`src/rtl/drone_pkg.sv`:
```
`default_nettype none
// ============================================================================
// Module      : drone_pkg
// Description : Shared constants for the flight-control datapath: PID engine
//               state encoding, default datapath widths and channel indices.
// Revision    : 1.0 - initial release
// ============================================================================
package drone_pkg;

  // PID engine sequencer states
  localparam logic [2:0] S_IDLE = 3'd0;
  localparam logic [2:0] S_ERR  = 3'd1;
  localparam logic [2:0] S_P    = 3'd2;
  localparam logic [2:0] S_I    = 3'd3;
  localparam logic [2:0] S_D    = 3'd4;
  localparam logic [2:0] S_OUT  = 3'd5;
  localparam logic [2:0] S_DONE = 3'd6;

  // Default datapath widths
  localparam int DW_DEF = 16;  // signed target/measurement/output width
  localparam int KW_DEF = 8;   // unsigned gain width
  localparam int AW_DEF = 40;  // signed accumulator width

  // Channel assignment
  localparam int CH_PITCH  = 0;
  localparam int CH_ROLL   = 1;
  localparam int CH_YAW    = 2;
  localparam int CH_HEIGHT = 3;

endpackage
`default_nettype wire

```
`src/rtl/sat_clamp.sv`:
```
`default_nettype none
// ============================================================================
// Module      : sat_clamp
// Description : Combinational signed clamp. Limits a signed IW-bit value to
//               [LO, HI] and narrows it to OW bits; hit flags a clamp event.
// Revision    : 1.0 - initial release
// Ports       : raw   in  IW  signed value to be limited
//               value out OW  signed limited value
//               hit   out 1   raw was outside [LO, HI]
// ============================================================================
module sat_clamp #(
  parameter int     IW = 17,
  parameter int     OW = 16,
  parameter longint HI = 32767,
  parameter longint LO = -32768
) (
  input  logic signed [IW-1:0] raw,
  output logic signed [OW-1:0] value,
  output logic                 hit
);

  localparam logic signed [IW-1:0] c_hi = IW'(HI);
  localparam logic signed [IW-1:0] c_lo = IW'(LO);

  always_comb begin
    value = raw[OW-1:0];
    hit   = 1'b0;
    if (raw > c_hi) begin
      value = c_hi[OW-1:0];
      hit   = 1'b1;
    end else if (raw < c_lo) begin
      value = c_lo[OW-1:0];
      hit   = 1'b1;
    end
  end

endmodule
`default_nettype wire

```
`src/rtl/pid_multi_axis.sv`:
```
`default_nettype none
// ============================================================================
// Module      : pid_multi_axis
// Description : Time-multiplexed PID engine for N_CH channels sharing one
//               signed multiplier. Per channel: ERR -> P -> I -> D -> OUT,
//               with saturating error, anti-windup integrator and output clamp.
// Revision    : 1.0 - initial release
// Ports       : clk, rst_n      clock, async active-low reset
//               start           one-cycle run request (IDLE only)
//               arm             0 = zero outputs and clear history for the run
//               clear_i         zero integrators/previous errors (IDLE only)
//               tgt, meas       packed signed targets / measurements
//               kp, ki, kd      packed unsigned gains
//               busy            run in progress
//               done            one-cycle completion pulse
//               corr            packed signed corrections, held between runs
//               sat             per-channel output-clamp flags
// ============================================================================
module pid_multi_axis
  import drone_pkg::*;
#(
  parameter int     N_CH    = 3,
  parameter int     DW      = DW_DEF,
  parameter int     KW      = KW_DEF,
  parameter int     AW      = AW_DEF,
  parameter int     SHIFT   = 4,
  parameter longint I_LIM   = 100000,
  parameter longint OUT_LIM = 30000
) (
  input  logic               clk,
  input  logic               rst_n,
  input  logic               start,
  input  logic               arm,
  input  logic               clear_i,
  input  logic [N_CH*DW-1:0] tgt,
  input  logic [N_CH*DW-1:0] meas,
  input  logic [N_CH*KW-1:0] kp,
  input  logic [N_CH*KW-1:0] ki,
  input  logic [N_CH*KW-1:0] kd,
  output logic               busy,
  output logic               done,
  output logic [N_CH*DW-1:0] corr,
  output logic [N_CH-1:0]    sat
);

  localparam int            CW     = (N_CH > 1) ? $clog2(N_CH) : 1;
  localparam logic [CW-1:0] c_last = CW'(N_CH - 1);

  logic [2:0]           r_state;
  logic [CW-1:0]        r_ch;
  logic                 r_arm;
  logic signed [DW-1:0] r_tgt    [N_CH];
  logic signed [DW-1:0] r_meas   [N_CH];
  logic [KW-1:0]        r_kp     [N_CH];
  logic [KW-1:0]        r_ki     [N_CH];
  logic [KW-1:0]        r_kd     [N_CH];
  logic signed [AW-1:0] r_iacc   [N_CH];
  logic signed [DW-1:0] r_prev   [N_CH];
  logic signed [DW-1:0] r_corr_w [N_CH];
  logic [N_CH-1:0]      r_sat_w;
  logic signed [DW-1:0] r_e;
  logic signed [DW:0]   r_d;
  logic signed [AW-1:0] r_acc;

  logic signed [DW:0]   w_diff;
  logic signed [DW-1:0] w_e;
  logic signed [AW:0]   w_isum;
  logic signed [AW-1:0] w_inew;
  logic signed [DW+1:0] w_ddiff;
  logic signed [DW:0]   w_d;
  logic [KW-1:0]        w_gain;
  logic signed [AW-1:0] w_opnd;
  logic signed [AW-1:0] w_prod;
  logic signed [AW-1:0] w_shr;
  logic signed [DW-1:0] w_out;
  logic                 w_out_hit;
  logic signed [DW-1:0] w_corr_new;
  logic                 w_sat_new;
  logic                 w_e_hit, w_i_hit, w_d_hit;
  logic                 w_unused_hits;

  // Error is formed one bit wider so the subtraction itself cannot wrap
  assign w_diff  = (DW+1)'(r_tgt[r_ch]) - (DW+1)'(r_meas[r_ch]);
  assign w_isum  = (AW+1)'(r_iacc[r_ch]) + (AW+1)'(w_e);
  assign w_ddiff = (DW+2)'(w_e) - (DW+2)'(r_prev[r_ch]);

  sat_clamp #(
    .IW(DW+1), .OW(DW),
    .HI((64'sd1 <<< (DW-1)) - 64'sd1), .LO(-(64'sd1 <<< (DW-1)))
  ) u_err_sat (.raw(w_diff), .value(w_e), .hit(w_e_hit));

  sat_clamp #(
    .IW(AW+1), .OW(AW), .HI(I_LIM), .LO(-I_LIM)
  ) u_int_sat (.raw(w_isum), .value(w_inew), .hit(w_i_hit));

  sat_clamp #(
    .IW(DW+2), .OW(DW+1),
    .HI((64'sd1 <<< DW) - 64'sd1), .LO(-(64'sd1 <<< DW))
  ) u_der_sat (.raw(w_ddiff), .value(w_d), .hit(w_d_hit));

  // Only the output clamp event is reported; the others just limit values
  assign w_unused_hits = w_e_hit | w_i_hit | w_d_hit;

  // Shared multiplier: operand pair selected by the current term state.
  // The integrator operand is the value already updated in ERR.
  always_comb begin
    w_gain = r_kp[r_ch];
    w_opnd = AW'(r_e);
    case (r_state)
      S_I: begin
        w_gain = r_ki[r_ch];
        w_opnd = r_iacc[r_ch];
      end
      S_D: begin
        w_gain = r_kd[r_ch];
        w_opnd = AW'(r_d);
      end
      default: ;
    endcase
  end

  assign w_prod = AW'($signed({1'b0, w_gain})) * w_opnd;
  assign w_shr  = r_acc >>> SHIFT;

  sat_clamp #(
    .IW(AW), .OW(DW), .HI(OUT_LIM), .LO(-OUT_LIM)
  ) u_out_sat (.raw(w_shr), .value(w_out), .hit(w_out_hit));

  assign w_corr_new = r_arm ? w_out : '0;
  assign w_sat_new  = r_arm & w_out_hit;

  always_ff @(posedge clk or negedge rst_n) begin
    if (!rst_n) begin
      r_state <= S_IDLE;
      r_ch    <= '0;
      r_arm   <= 1'b0;
      r_sat_w <= '0;
      r_e     <= '0;
      r_d     <= '0;
      r_acc   <= '0;
      busy    <= 1'b0;
      done    <= 1'b0;
      corr    <= '0;
      sat     <= '0;
      for (int c = 0; c < N_CH; c++) begin
        r_tgt[c]    <= '0;
        r_meas[c]   <= '0;
        r_kp[c]     <= '0;
        r_ki[c]     <= '0;
        r_kd[c]     <= '0;
        r_iacc[c]   <= '0;
        r_prev[c]   <= '0;
        r_corr_w[c] <= '0;
      end
    end else begin
      done <= 1'b0;
      case (r_state)
        S_IDLE: begin
          if (clear_i) begin
            for (int c = 0; c < N_CH; c++) begin
              r_iacc[c] <= '0;
              r_prev[c] <= '0;
            end
          end
          if (start) begin
            for (int c = 0; c < N_CH; c++) begin
              r_tgt[c]  <= tgt[c*DW +: DW];
              r_meas[c] <= meas[c*DW +: DW];
              r_kp[c]   <= kp[c*KW +: KW];
              r_ki[c]   <= ki[c*KW +: KW];
              r_kd[c]   <= kd[c*KW +: KW];
            end
            r_arm   <= arm;
            r_ch    <= '0;
            busy    <= 1'b1;
            r_state <= S_ERR;
          end
        end
        S_ERR: begin
          r_e          <= w_e;
          r_d          <= w_d;
          r_iacc[r_ch] <= r_arm ? w_inew : '0;
          r_state      <= S_P;
        end
        S_P: begin
          r_acc   <= w_prod;
          r_state <= S_I;
        end
        S_I: begin
          r_acc   <= r_acc + w_prod;
          r_state <= S_D;
        end
        S_D: begin
          r_acc   <= r_acc + w_prod;
          r_state <= S_OUT;
        end
        S_OUT: begin
          r_corr_w[r_ch] <= w_corr_new;
          r_sat_w[r_ch]  <= w_sat_new;
          r_prev[r_ch]   <= r_arm ? r_e : '0;
          if (r_ch == c_last) begin
            // Publish all channels together so corr only changes with done
            for (int c = 0; c < N_CH; c++) begin
              if (CW'(c) == r_ch) begin
                corr[c*DW +: DW] <= w_corr_new;
                sat[c]           <= w_sat_new;
              end else begin
                corr[c*DW +: DW] <= r_corr_w[c];
                sat[c]           <= r_sat_w[c];
              end
            end
            busy    <= 1'b0;
            done    <= 1'b1;
            r_state <= S_DONE;
          end else begin
            r_ch    <= r_ch + CW'(1);
            r_state <= S_ERR;
          end
        end
        S_DONE: r_state <= S_IDLE;
        default: r_state <= S_IDLE;
      endcase
    end
  end

endmodule
`default_nettype wire

```
`config.mk`:
```
export PLATFORM = sky130hd
export DESIGN_NAME = pid_multi_axis
export DESIGN_NICKNAME = d
export VERILOG_FILES = /design/src/rtl/drone_pkg.sv /design/src/rtl/sat_clamp.sv /design/src/rtl/pid_multi_axis.sv
export SDC_FILE = /design/constraint.sdc
export NUM_CORES = 2
export LEC_CHECK = 0
export CAP_MARGIN = 25
export CORE_MARGIN = 3
export CORE_UTILIZATION = 45
export CTS_BUF_LIST = sky130_fd_sc_hd__clkbuf_2 sky130_fd_sc_hd__clkbuf_4 sky130_fd_sc_hd__clkbuf_8
export CTS_CLUSTER_SIZE = 28
export DETAILED_ROUTE_END_ITERATION = 10
export PLACE_DENSITY_LB_ADDON = 0.1
export SETUP_SLACK_MARGIN = 0.1
export SLEW_MARGIN = 40
export SYNTH_ARGS = -nofsm -noshare
export SYNTH_HDL_FRONTEND = slang
export SYNTH_SLANG_ARGS = --single-unit
```
`constraint.sdc`:
```
create_clock -name clk -period 15.1 [get_ports clk]
set_input_delay 3.02 -clock clk [delete_from_list [all_inputs] [get_ports clk]]
set_output_delay 3.02 -clock clk [all_outputs]
set_load 0.05 [all_outputs]
```
==> out/summary.log <==
[clock_tree] buffer depth of the longest clock path 3
[sta] Slew Viols, Final 0
[sta] final clock skew 0.0623 ns
[routing] WL/cell 20.8 µm
[sta] hold violation total from the final report 0
[synthesis] top_reg_cell synth dfrtp_1
[synthesis] fraction of synthesis flops using an asynchronous set or reset pin 100%
[final_layout] cell area after layout 0.0433 mm²
[synthesis] post-synthesis sequential area ratio 33.2%
[placement] placer's final routability congestion estimate 0.945
[hold_path] HP Class register to register
[die] number of cell rows 105
[synthesis] area share of the leading cell type in the synthesized netlist 33.2%
[grt] antenna violations before repair 3
[routing] drt initial violations 2265
[routing] total via count in the routed design 30800
[critical_path] Critical Path Max Stage Delay 0.68 ns
[clock_tree] clock-pin slew on the worst setup and hold paths 0.06 ns
[clock_tree] clock root buffer clkbuf_8
[die] area of the die 0.0876 mm²
[placement] placed standard-cell area 0.0412 mm²
[die] vertical extent of the die 296 µm
[sta] upper clock frequency limit 84.0 MHz
[critical_path] Slowest cell on crit path a2111oi_0
[synthesis] count of yosys warnings during synthesis 0
[sta] Final Critical Period 11.90 ns
[sta] actual slew at the worst max-slew pin 0.885 ns
[synthesis] Net Count, Synth 4664
[clock_tree] CTS Sinks 502
[synthesis] FF+latch count, synth 502
[die] ports placed on the boundary 226
[grt] final global-route overflow total 0
[clock_tree] Post-CTS Resized 0
[final_layout] proportion of layout cells with a drive suffix above 1 10.7%
[placement] quantity of I/O buffers inserted on ports 225
[job] # Max-Cap Violations 0
[grt] Total Routing Usage GR 25.7%
[critical_path] Worst Path Buf+Inv 6
[clock_tree] H-tree levels 3
[routing] post-route DRC violation count 0
[final_layout] multi-input logic area 0.0234 mm²
[critical_path] element type at the critical path start register
[sta] final total negative setup slack 0 ns
[routing] post-detailed-route count of antenna-violating nets 0
[synthesis] number of distinct library cell variants in the gate-level netlist after synthesis 95
[die] Initial Utilization 45.7%
[critical_path] classification of the worst setup path register to register
[clock_tree] Hold Buf Count CTS 0
[die] total core area 0.0828 mm²
[routing] total wire length after detailed routing 112000 µm
[synthesis] EDFF count, synth 0
[synthesis] Gate Count Post-Synth 4096
[critical_path] CP delay by family, top compound AO/OA/AOI/OAI gates
[final_layout] Sequential Area 0.0126 mm²
[routing] via density per instance 5.71
[synthesis] Synth area leader dfrtp_1
[synthesis] Avg Synthesized Cell Area 9.24 µm²
[final_layout] final-layout fill cell count 7728
[final_layout] core occupancy in the finished layout 52.3%
[sta] count of final setup violators 0
[synthesis] synthesized cell area 0.0379 mm²
[critical_path] endpoint required time on the critical path 15.69 ns
[clock_tree] clock tree from TritonCTS done
[grt] first-pass GRT wire length 177000 µm
[critical_path] Arr. time, crit path 12.49 ns
[sta] RSZ-0062 raised after global routing false
[synthesis] cell with the most instances after synthesis dfrtp_1
[critical_path] sort of element at the end of the critical path register
[final_layout] count of nets after finishing 4824
[clock_tree] post-CTS setup buffer count 0
[placement] post-detailed-placement half-perimeter wirelength 82800 µm
[grt] maximum number of pins on one net before global-route repair 108
[placement] placed insts 5231
[die] x dimension of the die 296 µm
[synthesis] Synth area leaders dfrtp_1, fa_1, ha_1
[grt] number of global-route vias before repair 30800
[clock_tree] CTS Buf Count 91
[final_layout] Finished Layout Cells 5393
[sta] portion of the clock cycle consumed by the worst path in the final layout 78.8%
[final_layout] area delta synth->final 14.4%
[routing] number of iterations in the first detailed-routing pass 6
[critical_path] dominant cell type by count on the critical path o21ai_0
[clock_tree] worst skew pair latency 0.72 ns
[synthesis] Post-synth top cells dfrtp_1, nand2_1, nor2_1, inv_1, o21ai_0
[run_status] outcome finished clean
[critical_path] largest fanout on the critical path 52
[sta] worst slew slack as a fraction of its limit 40.5%
[placed cells by master, fill, tap and decap left out, types with 9 or more instances in the layout]
cell type and n:
a211oi_1 21, a21o_1 137, a21oi_1 189, a221oi_1 9, a22o_1 17, a22oi_1 27, a31o_2 16, a31oi_1 29
a32o_1 64, and2_1 22, and3_1 28, buf_4 47, clkbuf_4 29, clkbuf_8 112, clkdlybuf4s50_1 224, dfrtp_1 499
fa_1 206, ha_1 189, inv_1 301, mux2_2 173, mux2i_1 164, nand2_1 479, nand2b_1 67, nand3_1 60
nand4_1 23, nor2_1 352, nor2b_1 43, nor3_1 44, nor4_1 13, o211ai_1 20, o21a_1 25, o21ai_0 277
o21ai_1 13, o21bai_1 20, o22ai_1 21, o31ai_1 15, or3_1 17, xnor2_1 98, xor2_1 35
[cells by family (layout without fill, tap and decap cells)]
kind of cell               Yosys count  count (layout)  synth area share (%)
AOI/OAI and AO/OA                  998             998                  17.4
xor gates and xnor gates           133             133                  3.08
adders and majority gates          397             397                  17.2
buffers and inverters              523             747                  5.28
DFF                                502             502                  33.2
muxes                              338             338                  9.54
other                                0               3                     0
and+or+nand+nor                   1205            1205                  14.3
[flip-flops by register name (all words and copies together) (netlist names)]
| signal | cells |
|---|---|
| r_tgt | 48 |
| r_kp | 24 |
| r_meas | 48 |
| r_ch | 2 |
| sat | 3 |
| r_sat_w | 2 |
| r_arm | 1 |
| r_d | 17 |
| r_e | 16 |
| r_acc | 40 |
| r_prev | 48 |
| r_kd | 24 |
| r_iacc | 120 |
| corr | 48 |
| r_corr_w | 32 |
| done | 1 |
| r_state | 3 |
| busy | 1 |
| r_ki | 24 |
[per-layer routing]
| layer | wire, µm | up-vias | GRT usage [%] |
|---|---|---|---|
| li1 | - | 14500 | - |
| met4 | 2650 | 0 | 6.47 |
| met1 | 52900 | 15200 | 37.4 |
| met3 | 6470 | 169 | 3.88 |
| met2 | 50000 | 867 | 40.2 |
| met5 | 0 | - | 0 |
[worst register-to-register path, delay by kind of cell (launching register included)]
| kind | cells | cell delay (ns) |
|---|---|---|
| adder cells (fa/ha/maj) | 6 | 2.56 |
| buffers and inverters | 6 | 1.74 |
| flip-flops | 1 | 0.33 |
| AND/OR/NAND/NOR | 7 | 1.36 |
| AO/OA/AOI/OAI | 20 | 5.52 |
| XOR/XNOR | 2 | 0.28 |
[final timing paths]
kind                         startpoint            to  slack [ns]  depth (start not counted)
setup / recovery             r_state[0]     r_acc[38]        3.20                         41
hold / removal             r_corr_w[47]  r_corr_w[47]        0.47                          2
setup reg to reg             r_state[0]     r_acc[38]        3.20                         41
hold reg to reg            r_corr_w[47]  r_corr_w[47]        0.47                          2
max in group asynchronous         rst_n       r_kd[2]       10.79                          4
min in group asynchronous         rst_n    r_meas[38]        2.18                          1
[layout make-up]
type,count,area share [%]
diodes,3,0.0173
clock buffers,141,4.06
clock inverters,16,0.540
inverters,305,2.64
multi-input cells,3071,54.1
flip-flops and latches,502,29.0
well taps,1070,3.09
repair buffers,285,6.50
[through the flow]
step                      hold WS [ns]  setup WS [ns]
after floorplan                  0.442           5.10
after global placement           0.456           3.10
after detailed placement         0.463           3.20
after CTS                        0.476           3.13
after global routing             0.487           2.25
final                            0.472           3.20
Power is not shown: default switching activity piles up to over one toggle a cycle in this logic, so the estimate is an artifact.
